[config.mk]
export PLATFORM = sky130hd
export DESIGN_NAME = iiitb_aclock_disp
export DESIGN_NICKNAME = d
export VERILOG_FILES = /design/src/rtl/iiitb_aclock_disp.sv
export SDC_FILE = /design/constraint.sdc
export NUM_CORES = 1
export LEC_CHECK = 0
export BUFFER_PORTS_ARGS = -buffer_cell sky130_fd_sc_hd__buf_2
export CAP_MARGIN = 40
export CELL_PAD_IN_SITES_DETAIL_PLACEMENT = 1
export CELL_PAD_IN_SITES_GLOBAL_PLACEMENT = 1
export CORE_MARGIN = 3
export CORE_UTILIZATION = 40
export DETAILED_ROUTE_END_ITERATION = 7
export PLACE_DENSITY_LB_ADDON = 0.08
export SKIP_LAST_GASP = 1
export SLEW_MARGIN = 10
export SYNTH_ARGS = -nofsm -noshare
export SYNTH_HDL_FRONTEND = slang
export SYNTH_SLANG_ARGS = --single-unit
export TNS_END_PERCENT = 50
[constraint.sdc]
create_clock -name clk -period 2.45 [get_ports clk]
set_input_delay 0.49 -clock clk [delete_from_list [all_inputs] [get_ports clk]]
set_output_delay 0.49 -clock clk [all_outputs]
set_load 0.01 [all_outputs]
[src/rtl/iiitb_aclock_disp.sv]
// iiitb_aclock_disp: 6-digit multiplexed 7-segment display stage for the alarm clock.
// Snapshots HH:MM:SS + Alarm once per scan frame, scans one digit per SCAN_DIV
// clocks, blinks the whole display while the alarm is active.
// Ports:
//   clk, reset          - clock, async active-high reset
//   H_out1..S_out0      - BCD time digits (H_out1 is 2 bits)
//   Alarm               - alarm active flag
//   an[5:0]             - digit enables, bit0 = seconds units .. bit5 = hours tens
//   seg[6:0]            - segments {g,f,e,d,c,b,a}
//   dp                  - decimal point (separator after hours and minutes)
//   frame_start         - 1-cycle pulse when a new snapshot is taken
module iiitb_aclock_disp #(
    parameter int SCAN_DIV   = 1000,
    parameter int BLINK_DIV  = 8,
    parameter bit ACTIVE_LOW = 1'b1,
    parameter bit LZ_BLANK   = 1'b1
) (
    input  logic       clk,
    input  logic       reset,
    input  logic [1:0] H_out1,
    input  logic [3:0] H_out0,
    input  logic [3:0] M_out1,
    input  logic [3:0] M_out0,
    input  logic [3:0] S_out1,
    input  logic [3:0] S_out0,
    input  logic       Alarm,
    output logic [5:0] an,
    output logic [6:0] seg,
    output logic       dp,
    output logic       frame_start
);

    localparam int PW = $clog2(SCAN_DIV);
    localparam int BW = (BLINK_DIV > 1) ? $clog2(BLINK_DIV) : 1;
    localparam logic [PW-1:0] P_LAST = PW'(SCAN_DIV - 1);
    localparam logic [BW-1:0] B_LAST = BW'(BLINK_DIV - 1);

    // Physical "all off" patterns; XOR with these applies output polarity.
    localparam logic [5:0] AN_OFF  = {6{ACTIVE_LOW}};
    localparam logic [6:0] SEG_OFF = {7{ACTIVE_LOW}};
    localparam logic       DP_OFF  = ACTIVE_LOW;

    logic [PW-1:0]   r_presc;
    logic [2:0]      r_idx;
    logic [5:0][3:0] r_snap;
    logic [BW-1:0]   r_blink_cnt;
    logic            r_phase;
    logic            r_load_pending;

    logic            w_tc;
    logic            w_load;
    logic [3:0]      w_digit;
    logic            w_lz;
    logic [5:0]      w_an;
    logic [6:0]      w_seg;
    logic            w_dp;

    function automatic logic [6:0] f_dec(input logic [3:0] v);
        logic [6:0] s;
        case (v)
            4'd0:    s = 7'b0111111;
            4'd1:    s = 7'b0000110;
            4'd2:    s = 7'b1011011;
            4'd3:    s = 7'b1001111;
            4'd4:    s = 7'b1100110;
            4'd5:    s = 7'b1101101;
            4'd6:    s = 7'b1111101;
            4'd7:    s = 7'b0000111;
            4'd8:    s = 7'b1111111;
            4'd9:    s = 7'b1101111;
            default: s = 7'b1000000;
        endcase
        return s;
    endfunction

    assign w_tc   = (r_presc == P_LAST);
    assign w_load = r_load_pending | (w_tc & (r_idx == 3'd5));

    always_comb begin
        w_digit = 4'd0;
        case (r_idx)
            3'd0:    w_digit = r_snap[0];
            3'd1:    w_digit = r_snap[1];
            3'd2:    w_digit = r_snap[2];
            3'd3:    w_digit = r_snap[3];
            3'd4:    w_digit = r_snap[4];
            3'd5:    w_digit = r_snap[5];
            default: w_digit = 4'd0;
        endcase
    end

    // Logical (active-high) view of the digit being scanned.
    always_comb begin
        w_lz  = LZ_BLANK && (r_idx == 3'd5) && (r_snap[5] == 4'd0);
        w_an  = 6'd1 << r_idx;
        w_seg = w_lz ? 7'd0 : f_dec(w_digit);
        w_dp  = !w_lz && ((r_idx == 3'd2) || (r_idx == 3'd4));
        if (r_phase) begin
            w_an  = 6'd0;
            w_seg = 7'd0;
            w_dp  = 1'b0;
        end
    end

    always_ff @(posedge clk or posedge reset) begin
        if (reset) begin
            r_presc        <= '0;
            r_idx          <= 3'd0;
            r_snap         <= '0;
            r_blink_cnt    <= '0;
            r_phase        <= 1'b0;
            r_load_pending <= 1'b1;
            frame_start    <= 1'b0;
            an             <= AN_OFF;
            seg            <= SEG_OFF;
            dp             <= DP_OFF;
        end else begin
            frame_start <= w_load;
            if (r_load_pending) begin
                // First edge after reset only primes the snapshot; the
                // scan starts on the next edge so idx0 gets a full slot.
                r_load_pending <= 1'b0;
                an             <= AN_OFF;
                seg            <= SEG_OFF;
                dp             <= DP_OFF;
            end else begin
                r_presc <= w_tc ? '0 : r_presc + PW'(1);
                if (w_tc)
                    r_idx <= (r_idx == 3'd5) ? 3'd0 : r_idx + 3'd1;
                an  <= w_an ^ AN_OFF;
                seg <= w_seg ^ SEG_OFF;
                dp  <= w_dp ^ DP_OFF;
            end
            if (w_load) begin
                r_snap <= {{2'b00, H_out1}, H_out0, M_out1,
                           M_out0, S_out1, S_out0};
                // Alarm is taken with the snapshot, so blink state only
                // moves on frame boundaries.
                if (!Alarm) begin
                    r_blink_cnt <= '0;
                    r_phase     <= 1'b0;
                end else if (r_blink_cnt == B_LAST) begin
                    r_blink_cnt <= '0;
                    r_phase     <= ~r_phase;
                end else begin
                    r_blink_cnt <= r_blink_cnt + BW'(1);
                end
            end
        end
    end

endmodule

==> qor.csv, run 1 <==
metric,value,unit
tightest_slew,0.5815,ns
io_pins,40,
cts_tree,yes,
synthMuxAreaShare,12.09,%
start_util,41.63,%
insertedDiodeCount,0,
insertion_delay,0.31,ns
synth_xor_area_share,2.306,%
synth_adder_area_share,4.706,%
overflow,0,
end_kind,flop,
crit_type,flop to flop,
hold_class,input pin to async pin,
async_flop_share,100.0,%
hpwl,4.327,mm
crit_arrival,2.39,ns
yosys_warnings,0,
vdd_drop_max,316.6,uV
maxCapViolCount,0,
reg2reg_from,r_idx[2]$_DFFE_PP0P_,
numCtsBuffers,5,
min_period,2.151,ns
synth-simple-area-share,14.12,%
fp-row-count,29,
crit_required,2.69,ns
core,0.006386,mm^2
wl_per_cell,15.67,um
start_kind,flop,
gp_congestion,0.8496,
vias,1873,
netlist_area,0.002659,mm^2
powerDensity,651.1,mW/mm^2
synth_top_area_share,37.65,%
first_pass_iters,4,
outcome,"finished, final reports clean",
routed_wirelength,5.687,mm
fmaxAchievable,464.9,MHz
avgSynthCellArea,11.31,um^2
final-setup-viol-count,0,
synth_compound_area_share,11.48,%
drcViolationCount,0,
synth_area_leaders,"dfrtp_1, dfstp_2, mux2_2, ha_1, nand2_1",
ys.flop_type,dfrtp_1,
htree_num_levels,2,
rsz0062_at_grt,no,
cts-root-buf,clkbuf_8,
grt_pass1_wl,9.791,mm
ys_ff_latch,55,
final_util,48.80,%
period_share,87.80,%
die_x,87.53,um
synth_top_family_by_area,simple AND/OR/NAND/NOR gates,
reg2regPathDepth,9,
post_cts_buffers,0,
drive_gt1_share,37.06,%
synthToLayoutAreaGrowth,17.22,%
hold_buffers,0,
yosys.area.top_type,dfrtp_1,
synth.top_cells.by_count,"dfrtp_1, mux2_2, nand2_1",
path_clk_slew,0.10,ns
postCtsResizedCells,0,
synth_seq_area_share,52.47,%
fin_tns_setup,0,ns
maxSlewViolCount,0,
yosysMostFrequentCell,dfrtp_1,
die_area,0.007662,mm^2
drt_iter0_drc,45,
syn-num-nets,270,
hold_violations,0,
grt_pass1_vias,1930,
synth_edf_count,0,
crit_fanout,5,
startpoint,r_idx[2]$_DFFE_PP0P_,
leakagePower,1.362,nW
clkSinkCount,55,
fillCellCount,712,
grt_start_max_net_pins,32,
fin_nets,320,
die_h,87.53,um
clockBufferDepth,2,
syn_inst,235,
grtUsageTotal,16.34,%
antenna_found_initial,0,
netlist-cell-type-count,49,
post_drt_via_cell_ratio,5.160,
clock_skew,0.005954,ns
relSlewSlack,61.09,%
postRouteAntennaNets,0,
port_buffers,39,
-- metrics by stage --
stage | power (W) | hold slack, ns | std cells | setup WS [ns] | cell area, um^2
finish | 0.002029 | 0.2075 | 363 | 0.2989 | 3117
global route | 0.002150 | 0.2297 | 363 | 0.1198 | 3117
CTS | 0.002065 | 0.2139 | 363 | 0.2839 | 3117
detailed placement | 0.001418 | 0.4795 | 355 | 0.3198 | 2999
global placement | 0.001411 | 0.4713 | 355 | 0.3480 | 2999
floorplan | 0.001309 | 0.4538 | 235 | 0.1160 | 2659
-- kinds of logic (layout without fill, tap and decap cells) --
| logic type | count (synthesis) | count (layout) |
|---|---|---|
| xor+xnor | 7 | 7 |
| buf+inv | 15 | 66 |
| flops | 55 | 55 |
| simple gates | 72 | 72 |
| fa+ha+maj | 10 | 10 |
| mux | 29 | 29 |
| other cells | 1 | 1 |
| compound gates | 46 | 46 |
-- layer usage --
layer	track usage [%]	routed length (um)
met3	3.481	259
met4	4.184	61
met2	25.00	2566
met1	23.66	2800
met5	0	0
-- state kept, by name, summed over array words and instances, names as in the netlist, 3 cells and up --
register / count
r_blink_cnt: 3
r_snap: 22
seg: 7
r_idx: 3
an: 6
r_presc: 10
-- final timing paths --
check / to / slack (ns)
min in group clk: r_snap[0]$_DFFE_PP0P_ / 0.40
setup / recovery: seg[0]$_DFF_PP1_ / 0.30
max in group asynchronous: seg[5]$_DFF_PP1_ / 1.55
setup reg to reg: seg[0]$_DFF_PP1_ / 0.30
hold / removal: r_presc[1]$_DFFE_PP0N_ / 0.21
hold reg to reg: r_blink_cnt[1]$_DFFE_PP0P_ / 0.49
-- cell type report --
class	count	area, um^2	area share [%]
Tap cell	77	96.34	3.091
Multi-Input combinational cell	165	1196	38.38
Sequential cell	55	1395	44.76
Clock inverter	2	35.03	1.124
Timing Repair Buffer	51	285.3	9.153
Inverter	7	26.28	0.8430
Clock buffer	6	82.58	2.650
-- placed cells by master, fill, tap and decap left out, types with 10 or more instances in the layout --
| cell type | count |
|---|---|
| dfrtp_1 | 40 |
| buf_2 | 39 |
| mux2_2 | 25 |
| nand2_1 | 21 |
| nor2_1 | 16 |
| dfstp_2 | 15 |
| o21ai_0 | 13 |
| buf_4 | 12 |
| a21oi_1 | 10 |
| ha_1 | 10 |
-- where the power goes --
group	internal [W]	leakage [nW]	switching, W
sequential	0.00102	0.651	0.0000832
clock	0.000331	0.0612	0.000302
combinational	0.000147	0.650	0.000149
-- worst max-delay path: stages, from the launching register on --
cell and delay (ns):
dfrtp_1 0.39, inv_1 0.13, ha_1 0.23, nand2_1 0.08, a21o_1 0.19, and2_1 0.17
ha_1 0.17, or3_1 0.39, a211oi_2 0.27, a21oi_1 0.07
No activity file was read; power rests on OpenSTA's default activity.
==> inputs of run 2 (changes only) <==
--- a/config.mk
+++ b/config.mk
@@ -9,7 +9,7 @@
 export CAP_MARGIN = 40
 export CELL_PAD_IN_SITES_DETAIL_PLACEMENT = 1
 export CELL_PAD_IN_SITES_GLOBAL_PLACEMENT = 1
-export CORE_MARGIN = 3
+export CORE_MARGIN = 2
 export CORE_UTILIZATION = 40
 export DETAILED_ROUTE_END_ITERATION = 7
 export PLACE_DENSITY_LB_ADDON = 0.08
==> run 2 against run 1 <==
  * Sequential share of layout area grew 0.31 points
  * Non-clock buffer count fell by 3
  * Global-route usage rose by 0.053 points
  * Register-to-register slack lost 0.15 ns
  * Via count is 0.48% lower
  * Core utilization down 0.33 points
  * Clock skew rose by 0.0061 ns
  * Design area fell by 0.68%
  * Largest cell class unchanged
==> qor.csv, run 2 (synthesis results as in run 1) <==
metric,value,unit,change
reg2reg_from,r_idx[2]$_DFFE_PP0P_,,
largest_register_ffs,22,,unchanged
postRouteAntennaNets,0,,unchanged
crit_required,2.68,ns,about the same
post_cts_buffers,0,,unchanged
powerDensity,654.9,mW/mm^2,+0.58%
top_regs,"r_snap: 22 flops, r_presc: 10 flops, seg: 7 flops",,
hold_violations,0,,unchanged
vdd_drop_max,530.6,uV,+68%
drt_iter0_drc,54,,+20%
rsz0062_at_grt,no,,
core,0.006386,mm^2,unchanged
hold_buffers,0,,unchanged
drcViolationCount,0,,unchanged
die_h,85.53,um,-2.3%
hold_class,input pin to async pin,,
clockBufferDepth,2,,unchanged
insertion_delay,0.31,ns,about the same
gp_congestion,0.8142,,-4.2%
io_pins,40,,unchanged
die_x,85.53,um,-2.3%
drive_gt1_share,36.40,%,-0.67 points
relSlewSlack,54.49,%,-6.6 points
first_pass_iters,4,,unchanged
maxSlewViolCount,0,,unchanged
grt_pass1_vias,1936,,+0.31%
total_power,0.002027,W,-0.11%
final_cell_mix,"dfrtp_1, buf_2, mux2_2, nand2_1, nor2_1",,
crit_arrival,2.53,ns,+0.14 ns
holdWs,0.3546,ns,+0.1471 ns
fin_nets,317,,-0.94%
start_util,41.63,%,unchanged
path_clk_slew,0.10,ns,about the same
crit_type,flop to flop,,
end_kind,flop,,
cts-root-buf,clkbuf_8,,
fmaxAchievable,434.9,MHz,-6.4%
wl_per_cell,15.38,um,-1.8%
clkSinkCount,55,,unchanged
startpoint,r_idx[2]$_DFFE_PP0P_,,
vias,1864,,-0.48%
htree_num_levels,2,,unchanged
use_met1,23.01,%,-0.65 points
fp-row-count,29,,unchanged
endpoint,seg[3]$_DFF_PP1_,,
min_period,2.299,ns,+0.1480 ns
leakagePower,1.346,nW,-1.2%
grt_start_max_net_pins,56,,+75%
grtUsageTotal,16.40,%,+0.053 points
grt_util_met3,3.176,%,-0.30 points
synthToLayoutAreaGrowth,16.42,%,
postCtsResizedCells,0,,unchanged
layout_commonest_cell,dfrtp_1,,
top_usage_layer,met2,,
start_kind,flop,,
worst-r2r-setup-slack,0.15,ns,-0.15 ns
reg2regPathDepth,9,,unchanged
insertedDiodeCount,0,,unchanged
grt_pass1_wl,9.549,mm,-2.5%
numCtsBuffers,5,,unchanged
crit_fanout,6,,+1
port_buffers,39,,unchanged
routed_wirelength,5.536,mm,-2.7%
placed_area,0.002977,mm^2,-0.75%
antenna_found_initial,0,,unchanged
overflow,0,,unchanged
post_drt_via_cell_ratio,5.178,,+0.35%
period_share,93.84,%,+6.0 points
maxCapViolCount,0,,unchanged
hpwl,4.143,mm,-4.2%
r2r-end,seg[3]$_DFF_PP1_,,
fin_tns_setup,0,ns,unchanged
fillCellCount,723,,+1.5%
outcome,"finished, final reports clean",,
clock_skew,0.01206,ns,+0.006106 ns
final-setup-viol-count,0,,unchanged
grtUsageMet2,26.63,%,+1.6 points
top_register,r_snap,,
finalInstanceArea,0.003095,mm^2,-0.68%
tightest_slew,0.6826,ns,+0.1012 ns
die_area,0.007315,mm^2,-4.5%
cts_tree,yes,,
## run 2: final cells by class
type / count / area, um^2 / share of cell area, %
tap: 77 / 96.34 / 3.112
clock buffer: 5 / 68.82 / 2.223
sequential: 55 / 1395 / 45.07
inverter: 7 / 26.28 / 0.8488
multi-input combinational: 165 / 1196 / 38.64
clock inverter: 3 / 50.05 / 1.617
timing repair buffer: 48 / 262.8 / 8.488
## run 2: worst max-delay path: stages (launching register included)
cell	delay, ns
dfrtp_1	0.39
inv_1	0.13
ha_1	0.32
nand2_1	0.10
a21o_1	0.20
and2_1	0.17
ha_1	0.18
or3_1	0.39
a211oi_2	0.27
a31oi_1	0.07
## run 2: worst min-delay path by stage
stage,depth (start not counted),endpoint,startpoint,slack [ns]
5_1_grt,2,r_snap[19]$_DFFE_PP0P_,H_out0[3],0.39
3_3_place_gp,2,r_blink_cnt[1]$_DFFE_PP0P_,r_blink_cnt[1]$_DFFE_PP0P_,0.47
3_5_place_dp,2,r_blink_cnt[2]$_DFFE_PP0P_,r_blink_cnt[2]$_DFFE_PP0P_,0.49
2_1_floorplan,2,r_blink_cnt[1]$_DFFE_PP0P_,r_blink_cnt[1]$_DFFE_PP0P_,0.45
4_1_cts,3,r_idx[0]$_DFFE_PP0P_,reset,0.39
6_report,3,r_presc[7]$_DFFE_PP0N_,reset,0.35
## run 2: routing by layer
layer	share of wire [%]	wire (um)	vias up
met2	48	2649	33
met1	48	2631	912
met4	0.56	31	0
li1	-	-	917
met3	4.0	224	2
met5	0	0	-
## run 2: where the power goes
part	switching [W]	internal, W
Combinational	0.000148	0.000146
Clock	0.000315	0.000316
Sequential	0.0000865	0.00102
## run 2: stage by stage
stage,std cells,worst slack (ns),utilization (%)
finish,360,0.1509,48.47
global route,360,0.01191,48.47
CTS,360,0.1841,48.47
detailed placement,352,0.2230,46.61
global placement,352,0.2850,46.61
floorplan,235,0.1160,-
